### config.mk
export PLATFORM = sky130hd
export DESIGN_NAME = matrix_inv_sequencer
export DESIGN_NICKNAME = d
export VERILOG_FILES = /design/src/rtl/matrix_inv_pkg.sv /design/src/rtl/seq_buffer.sv /design/src/rtl/matrix_inv_sequencer.sv
export SDC_FILE = /design/constraint.sdc
export NUM_CORES = 2
export LEC_CHECK = 0
export ABC_CLOCK_PERIOD_IN_PS = 6800
export BUFFER_PORTS_ARGS = -buffer_cell sky130_fd_sc_hd__buf_2
export CORE_MARGIN = 2
export CORE_UTILIZATION = 28
export CTS_CLUSTER_DIAMETER = 60
export DETAILED_ROUTE_END_ITERATION = 12
export GPL_TIMING_DRIVEN = 0
export SLEW_MARGIN = 5
export SYNTH_ARGS = -nofsm -noshare
export SYNTH_HDL_FRONTEND = slang
export SYNTH_SLANG_ARGS = --single-unit
export TNS_END_PERCENT = 10
### constraint.sdc
create_clock -name clk -period 6.8 [get_ports clk]
set_input_delay 1.02 -clock clk [delete_from_list [all_inputs] [get_ports clk]]
set_output_delay 1.02 -clock clk [all_outputs]
set_load 0.03 [all_outputs]
### src/rtl/matrix_inv_pkg.sv
// Shared constants and the sequencer state encoding for the matrix inverter host path.
package matrix_inv_pkg;

  localparam int DW        = 16;
  localparam int MAX_ORDER = 16;
  localparam int TIMEOUT   = 4096;
  // Index counter must reach TOTAL+1 (feed pre-fetch runs two elements ahead).
  localparam int IDX_W     = 9;

  typedef enum logic [3:0] {
    ST_IDLE,
    ST_LOAD,
    ST_CRST,
    ST_ARM,
    ST_FEED,
    ST_WAIT,
    ST_CAP,
    ST_DRAIN,
    ST_FIN
  } state_t;

endpackage

### src/rtl/seq_buffer.sv
// Single-port-write / single-port-read synchronous RAM with one-cycle read latency.
// A read of the address being written returns the new data.
module seq_buffer #(
  parameter int DW    = 16,
  parameter int DEPTH = 256,
  parameter int AW    = 8
) (
  input  logic          clk,
  input  logic          we,
  input  logic [AW-1:0] wa,
  input  logic [DW-1:0] wd,
  input  logic [AW-1:0] ra,
  output logic [DW-1:0] rd
);

  logic [DW-1:0] mem [DEPTH];

  always_ff @(posedge clk) begin
    if (we) mem[wa] <= wd;
    rd <= (we && (wa == ra)) ? wd : mem[ra];
  end

endmodule

### src/rtl/matrix_inv_sequencer.sv
// Host-side sequencer for the matrix inverter core: buffers an NxN matrix, replays it into
// the core, captures the core's unthrottled inverse and re-streams it under backpressure.
module matrix_inv_sequencer #(
  parameter int DW        = matrix_inv_pkg::DW,
  parameter int MAX_ORDER = matrix_inv_pkg::MAX_ORDER,
  parameter int TIMEOUT   = matrix_inv_pkg::TIMEOUT
) (
  input  logic          clk,
  input  logic          rst,
  input  logic          start,
  input  logic [4:0]    cfg_order,
  output logic          busy,
  output logic          done,
  output logic          singular,
  output logic          timeout_err,
  input  logic          in_valid,
  output logic          in_ready,
  input  logic [DW-1:0] in_data,
  output logic          out_valid,
  input  logic          out_ready,
  output logic [DW-1:0] out_data,
  output logic          out_last,
  output logic          core_rst_n,
  output logic [3:0]    core_order,
  output logic [DW-1:0] core_matrix_data,
  input  logic [DW-1:0] core_inv_data,
  input  logic          core_ready,
  input  logic          core_invertible,
  output logic [3:0]    dbg_state
);
  import matrix_inv_pkg::*;

  localparam int DEPTH = MAX_ORDER * MAX_ORDER;
  localparam int AW    = $clog2(DEPTH);
  localparam int WCW   = $clog2(TIMEOUT);
  localparam logic [WCW-1:0] WAIT_LAST = WCW'(TIMEOUT - 1);

  // Streams use valid/ready: a beat transfers on a rising clk edge where both are high;
  // the source holds valid and data stable until that edge.

  state_t             state, state_nxt;
  logic [IDX_W-1:0]   idx;
  logic [IDX_W-1:0]   rd_idx;
  logic [IDX_W-1:0]   total;
  logic [WCW-1:0]     wait_cnt;
  logic [4:0]         order_q;
  logic [DW-1:0]      rd_data;
  logic               buf_we;
  logic [DW-1:0]      buf_wd;
  logic               order_legal;
  logic               load_last, feed_last, cap_last, drain_last, total_is_one;
  logic               cap_start;
  logic               unused_idx_hi;

  assign order_legal  = (cfg_order != 5'd0) && (int'(cfg_order) <= MAX_ORDER);
  assign total        = IDX_W'(order_q) * IDX_W'(order_q);
  assign total_is_one = (total == IDX_W'(1));
  assign load_last    = (idx == total - 1'b1);
  assign feed_last    = (idx == total + 1'b1);
  assign cap_last     = (idx == total - 1'b1);
  assign drain_last   = (idx == total - 1'b1);
  assign cap_start    = (state == ST_WAIT) && core_ready && core_invertible;
  assign core_order   = order_q[3:0];
  assign dbg_state    = state;

  always_ff @(posedge clk) begin
    if (!rst) state <= ST_IDLE;
    else      state <= state_nxt;
  end

  always_comb begin
    state_nxt = state;
    unique case (state)
      ST_IDLE:  if (start && order_legal) state_nxt = ST_LOAD;
      ST_LOAD:  if (in_valid && load_last) state_nxt = ST_CRST;
      ST_CRST:  if (wait_cnt == WCW'(1)) state_nxt = ST_ARM;
      ST_ARM:   state_nxt = ST_FEED;
      ST_FEED:  if (feed_last) state_nxt = ST_WAIT;
      ST_WAIT: begin
        if (core_ready) begin
          if (!core_invertible)  state_nxt = ST_FIN;
          else if (total_is_one) state_nxt = ST_DRAIN;
          else                   state_nxt = ST_CAP;
        end else if (wait_cnt == WAIT_LAST) begin
          state_nxt = ST_FIN;
        end
      end
      ST_CAP:   if (cap_last) state_nxt = ST_DRAIN;
      ST_DRAIN: if (out_ready && drain_last) state_nxt = ST_FIN;
      ST_FIN:   state_nxt = ST_IDLE;
      default:  state_nxt = ST_IDLE;
    endcase
  end

  always_comb begin
    busy       = (state != ST_IDLE) && (state != ST_FIN);
    in_ready   = (state == ST_LOAD);
    out_valid  = (state == ST_DRAIN);
    out_last   = (state == ST_DRAIN) && drain_last;
    out_data   = (state == ST_DRAIN) ? rd_data : '0;
    core_rst_n = (state == ST_ARM) || (state == ST_FEED) ||
                 (state == ST_WAIT) || (state == ST_CAP);
  end

  // Read address leads the consumer by one cycle: element 0 is fetched while the last
  // capture is written, and a drain handshake fetches the following element.
  always_comb begin
    rd_idx = idx;
    if ((state == ST_WAIT) || (state == ST_CAP))   rd_idx = '0;
    else if ((state == ST_DRAIN) && out_ready)     rd_idx = idx + 1'b1;
  end

  assign buf_we = ((state == ST_LOAD) && in_valid) || cap_start || (state == ST_CAP);
  assign buf_wd = (state == ST_LOAD) ? in_data : core_inv_data;
  assign unused_idx_hi = ^{idx[IDX_W-1:AW], rd_idx[IDX_W-1:AW]};

  seq_buffer #(
    .DW    (DW),
    .DEPTH (DEPTH),
    .AW    (AW)
  ) u_buf (
    .clk (clk),
    .we  (buf_we),
    .wa  (idx[AW-1:0]),
    .wd  (buf_wd),
    .ra  (rd_idx[AW-1:0]),
    .rd  (rd_data)
  );

  always_ff @(posedge clk) begin
    if (!rst) begin
      idx              <= '0;
      wait_cnt         <= '0;
      order_q          <= '0;
      core_matrix_data <= '0;
    end else begin
      wait_cnt <= '0;
      if ((state == ST_IDLE) && start && order_legal) order_q <= cfg_order;
      // Two-deep pre-fetch (RAM latency + output register) keeps FEED gap-free.
      if ((state == ST_ARM) || ((state == ST_FEED) && !feed_last)) core_matrix_data <= rd_data;
      else                                                         core_matrix_data <= '0;
      unique case (state)
        ST_LOAD:  if (in_valid) idx <= load_last ? '0 : idx + 1'b1;
        ST_CRST: begin
          wait_cnt <= wait_cnt + 1'b1;
          if (wait_cnt == WCW'(1)) idx <= idx + 1'b1;
        end
        ST_ARM:   idx <= idx + 1'b1;
        ST_FEED:  idx <= feed_last ? '0 : idx + 1'b1;
        ST_WAIT: begin
          wait_cnt <= wait_cnt + 1'b1;
          if (cap_start) idx <= total_is_one ? '0 : IDX_W'(1);
        end
        ST_CAP:   idx <= cap_last ? '0 : idx + 1'b1;
        ST_DRAIN: if (out_ready) idx <= idx + 1'b1;
        default:  idx <= '0;
      endcase
    end
  end

  always_ff @(posedge clk) begin
    if (!rst) begin
      done        <= 1'b0;
      singular    <= 1'b0;
      timeout_err <= 1'b0;
    end else begin
      done <= (state_nxt == ST_FIN) || ((state == ST_IDLE) && start && !order_legal);
      if ((state == ST_IDLE) && start) begin
        singular    <= 1'b0;
        timeout_err <= !order_legal;
      end else if ((state == ST_WAIT) && core_ready && !core_invertible) begin
        singular <= 1'b1;
      end else if ((state == ST_WAIT) && !core_ready && (wait_cnt == WAIT_LAST)) begin
        timeout_err <= 1'b1;
      end
    end
  end

endmodule

==> results_tabular.tex <==
\begin{tabular}{lr}
\hline
Metric & Value \\
\hline
\multicolumn{2}{l}{\textbf{Timing}} \\
\quad Final worst-path cycle share & 1.02 \\
\quad Rel. slew slack & -0.0492 \\
\quad Slew @ Worst Pin & 1.57 ns \\
\quad Setup Total Neg Slack & -0.228 ns \\
\quad Fmax achieved & 145 MHz \\
\quad Final critical delay including setup and external delays & 6.91 ns \\
\quad Max Clock Skew & 0.106 ns \\
\quad Number of failing hold endpoints at the final stage & 0 \\
\quad Final setup violating endpoints & 4 \\
\quad Final max-slew violation count & 5 \\
\quad Setup repair after global routing missed its margin & true \\
\quad PnR worst setup slack & -0.112 ns \\
\multicolumn{2}{l}{\textbf{Synth}} \\
\quad Part of the Yosys area used for sequential elements & 0.773 \\
\quad Number of different library cells in the post-synthesis netlist & 66 \\
\quad Yosys Warn Count & 0 \\
\quad Synth area leaders & sky130\_fd\_sc\_hd\_\_edfxtp\_1, sky130\_fd\_sc\_hd\_\_mux4\_2, sky130\_fd\_sc\_hd\_\_nor2\_1, sky130\_fd\_sc\_hd\_\_dfxtp\_1, sky130\_fd\_sc\_hd\_\_mux2i\_1 \\
\quad Synthesized area per cell & 23.6 µm² \\
\quad EDFF count, synth & 4096 \\
\quad Cell type with the highest aggregate area in the netlist & sky130\_fd\_sc\_hd\_\_edfxtp\_1 \\
\quad Number of nets produced by synthesis & 6865 \\
\quad Number of instances in the synthesized netlist & 6803 \\
\quad FFs w/ async S/R, synth & 0 \\
\quad Yosys reg bits & 4153 \\
\quad Dominant synthesized flop cell & sky130\_fd\_sc\_hd\_\_edfxtp\_1 \\
\quad Total standard cell area after synthesis & 160000 µm² \\
\quad Yosys top cell area share & 0.766 \\
\multicolumn{2}{l}{\textbf{Drt}} \\
\quad Detailed-route wire length per cell & 30.3 µm \\
\quad Number of antenna-violating nets in the routed design & 0 \\
\quad Detailed Routing Iterations Pass 1 & 8 \\
\quad Total via count in the routed design & 78910 \\
\quad Highest metal layer used by the detailed router & met5 \\
\quad DR WL met3 & 50700 µm \\
\quad Routed met1 length & 180000 µm \\
\quad Mean number of vias per cell & 5.09 \\
\quad Amount of wire on met2 after detailed routing & 219000 µm \\
\quad Detailed router's first-iteration violation count & 11315 \\
\quad Remaining design rule violation count & 0 \\
\quad Drt total wl & 470000 µm \\
\multicolumn{2}{l}{\textbf{Placement}} \\
\quad Count of input and output buffers & 91 \\
\quad DP Wirelength & 328000 µm \\
\quad GPL Wtd Cong & 0.903 \\
\quad Instance area after placement & 176000 µm² \\
\quad Post-placement setup slack & -0.598 ns \\
\quad Cell count after placement & 14747 \\
\multicolumn{2}{l}{\textbf{Setup path}} \\
\quad Required time of the critical path & 5.78 ns \\
\quad CP Capture Type & primary output \\
\quad CP max FO & 10 \\
\quad CP startpoint kind & register \\
\quad Data arrival time of the worst path & 5.89 ns \\
\quad Category of the critical setup timing path & reg2out \\
\multicolumn{2}{l}{\textbf{Outcome}} \\
\quad Violated checks & max-capacitance violations, max-slew violations, negative setup slack \\
\quad Result of the run & finished, violations left \\
\multicolumn{2}{l}{\textbf{CTS}} \\
\quad Clock transition at the register clock pins on the worst setup and hold paths after CTS & 0.06 ns \\
\quad \# H-tree levels & 5 \\
\quad Clock tree from TritonCTS & done \\
\quad Clock buffer depth & 4 \\
\quad Skew-Pair Late Insertion Delay & 1.02 ns \\
\quad \# clock sinks & 4153 \\
\quad Number of buffers added to fix hold violations after cts & 0 \\
\quad Cts bufs inserted & 408 \\
\quad Clk Tree Root Cell & sky130\_fd\_sc\_hd\_\_clkbuf\_16 \\
\multicolumn{2}{l}{\textbf{Hold path}} \\
\quad Hold Path Class & in2reg \\
\multicolumn{2}{l}{\textbf{Floorplan}} \\
\quad Floorplan die area & 579000 µm² \\
\quad IO Pins & 92 \\
\quad Die Width & 761 µm \\
\quad Starting utilization of the core area & 0.280 \\
\quad Floorplan row count & 278 \\
\quad Core Region & 572000 µm² \\
\quad Die extent in y & 761 µm \\
\multicolumn{2}{l}{\textbf{Power}} \\
\quad Internal power summed over all cells & 0.0421 W \\
\quad Cell Pwr Density & 285 nW/µm² \\
\quad Clock share of power & 0.408 \\
\quad Net switching component of the power & 0.0121 W \\
\quad Net Sw Frac & 0.223 \\
\quad Highest ir drop seen on vdd & 0.000231 V \\
\quad Seq pwr share & 0.531 \\
\quad Logic pwr share & 0.061 \\
\quad Leakage Power & 56.3 nW \\
\multicolumn{2}{l}{\textbf{Finish}} \\
\quad Most common cell after layout, fill and taps aside & sky130\_fd\_sc\_hd\_\_edfxtp\_1 \\
\quad Syn-to-layout area delta & 18.4\% \\
\quad Most used cells in the layout excluding fill and tap cells & sky130\_fd\_sc\_hd\_\_edfxtp\_1, sky130\_fd\_sc\_hd\_\_mux4\_2, sky130\_fd\_sc\_hd\_\_clkbuf\_16 \\
\quad Post-layout net count & 7658 \\
\quad Post-layout utilization of the core & 0.332 \\
\quad Final Non-Filler Cells & 15516 \\
\quad Number of fill cells in the layout & 52692 \\
\quad Layout Cell Area excl Fill & 190000 µm² \\
\quad Share of layout cells above drive strength 1 & 0.362 \\
\multicolumn{2}{l}{\textbf{Flow run}} \\
\quad Count of maximum capacitance violations & 1 \\
\multicolumn{2}{l}{\textbf{Global route}} \\
\quad Pin count of the biggest net entering global routing & 145 \\
\quad Total track usage & 0.157 \\
\quad Initial antenna violation count & 26 \\
\quad Global-route wire length before repair & 641000 µm \\
\quad Via count of the first global-routing pass & 79046 \\
\quad Global route total overflow & 0 \\
\hline
\end{tabular}
==> logic make-up after synthesis <==
family,after synthesis,share of synthesized area
multiplexers,1430,0.187
buffers and inverters,402,0.0126
adder cells (fa/ha/maj),18,0.00154
AO/OA/AOI/OAI,186,0.00780
XOR/XNOR,38,0.00212
AND/OR/NAND/NOR,576,0.0154
flip-flops,4153,0.773
==> power groups by stage <==
stage | combinational, W | clock, W | sequential, W
6_report | 0.00332 | 0.0221 | 0.0288
5_1_grt | 0.00349 | 0.0233 | 0.0287
4_1_cts | 0.00333 | 0.0223 | 0.0288
3_5_place_dp | 0.00332 | 0 | 0.0293
3_3_place_gp | 0.00301 | 0 | 0.0296
2_1_floorplan | 0.00182 | 0 | 0.0294
==> worst paths after layout <==
check                from                  end  slack [ns]  cells after the start
max              register         out_data[15]       -0.11                     14
min          cfg_order[0]           order_q[0]        0.30                      3
max reg2reg    order_q[0]  core_matrix_data[5]        1.59                     19
min reg2reg   wait_cnt[0]          wait_cnt[0]        0.50                      1
==> registers in the layout (all words and copies together) (netlist names), named ones only <==
signal	count
order_q	5
u_buf.mem	4096
idx	9
dbg_state	4
core_matrix_data	16
done	1
timeout_err	1
wait_cnt	12
singular	1
==> cells in the mapped netlist, drive strengths merged (3+ instances only) <==
library cell and instances:
nor2 358, mux2 68, nand2 82, nor2b 17, edfxtp 4096, a31oi 3
nor3b 4, a221oi 17, mux2i 114, o221ai 9, or2 7, inv 21
nor4 7, and2 11, or3 8, xor2 12, nand4 5, ha 15
a22oi 9, dfxtp 57, xnor2 26, nand2b 9, fa 3, o21ai 21
o22ai 62, nand3 32, clkbuf 162, and3 7, mux4 1248, a21oi 42
nor3 18, buf 219
==> worst max-delay path, stage by stage (launching register included) <==
cell                       delay, ns
sky130_fd_sc_hd__dfxtp_1        0.32
sky130_fd_sc_hd__buf_4          0.41
sky130_fd_sc_hd__buf_4          0.26
sky130_fd_sc_hd__buf_4          0.30
sky130_fd_sc_hd__buf_2          0.46
sky130_fd_sc_hd__clkbuf_1       0.62
sky130_fd_sc_hd__mux4_2         0.36
sky130_fd_sc_hd__mux2_2         0.19
sky130_fd_sc_hd__o22ai_1        0.14
sky130_fd_sc_hd__a221oi_1       0.40
sky130_fd_sc_hd__o221ai_2       0.34
sky130_fd_sc_hd__a21oi_1        0.28
sky130_fd_sc_hd__nand3_2        0.30
sky130_fd_sc_hd__nor2_1         0.21
sky130_fd_sc_hd__buf_2          0.23
==> cell type report <==
cell class | count | area [µm²] | share of cell area
Antenna cell | 22 | 55.1 | 0.000290
Buffer | 379 | 2250 | 0.0119
Clock buffer | 502 | 10700 | 0.0561
Clock inverter | 246 | 2320 | 0.0122
Inverter | 21 | 78.8 | 0.000415
Multi-Input combinational cell | 2248 | 35600 | 0.187
Sequential cell | 4153 | 124000 | 0.653
Tap cell | 7560 | 9460 | 0.0498
Timing Repair Buffer | 385 | 5520 | 0.0290
==> routing by layer <==
layer	track usage	vias up
met4	0.0581	4
met5	0	-
met3	0.0434	839
met1	0.205	42802
met2	0.250	4526
li1	-	30739
==> stage by stage <==
step	total power, W	hold slack [ns]
finish	0.0542	0.299
global route	0.0555	0.280
CTS	0.0544	0.211
detailed placement	0.0326	0.488
global placement	0.0326	0.465
floorplan	0.0312	0.445
==> what timing repair did <==
action | in CTS | in global routing
cloned | 0 | 0
pin swaps | 2 | 1
endpoints found under the setup margin | 17 | 15
resized for setup | 165 | 31
setup buffers | 1 | 0
Note: power is estimated with default switching activity, not from simulation.
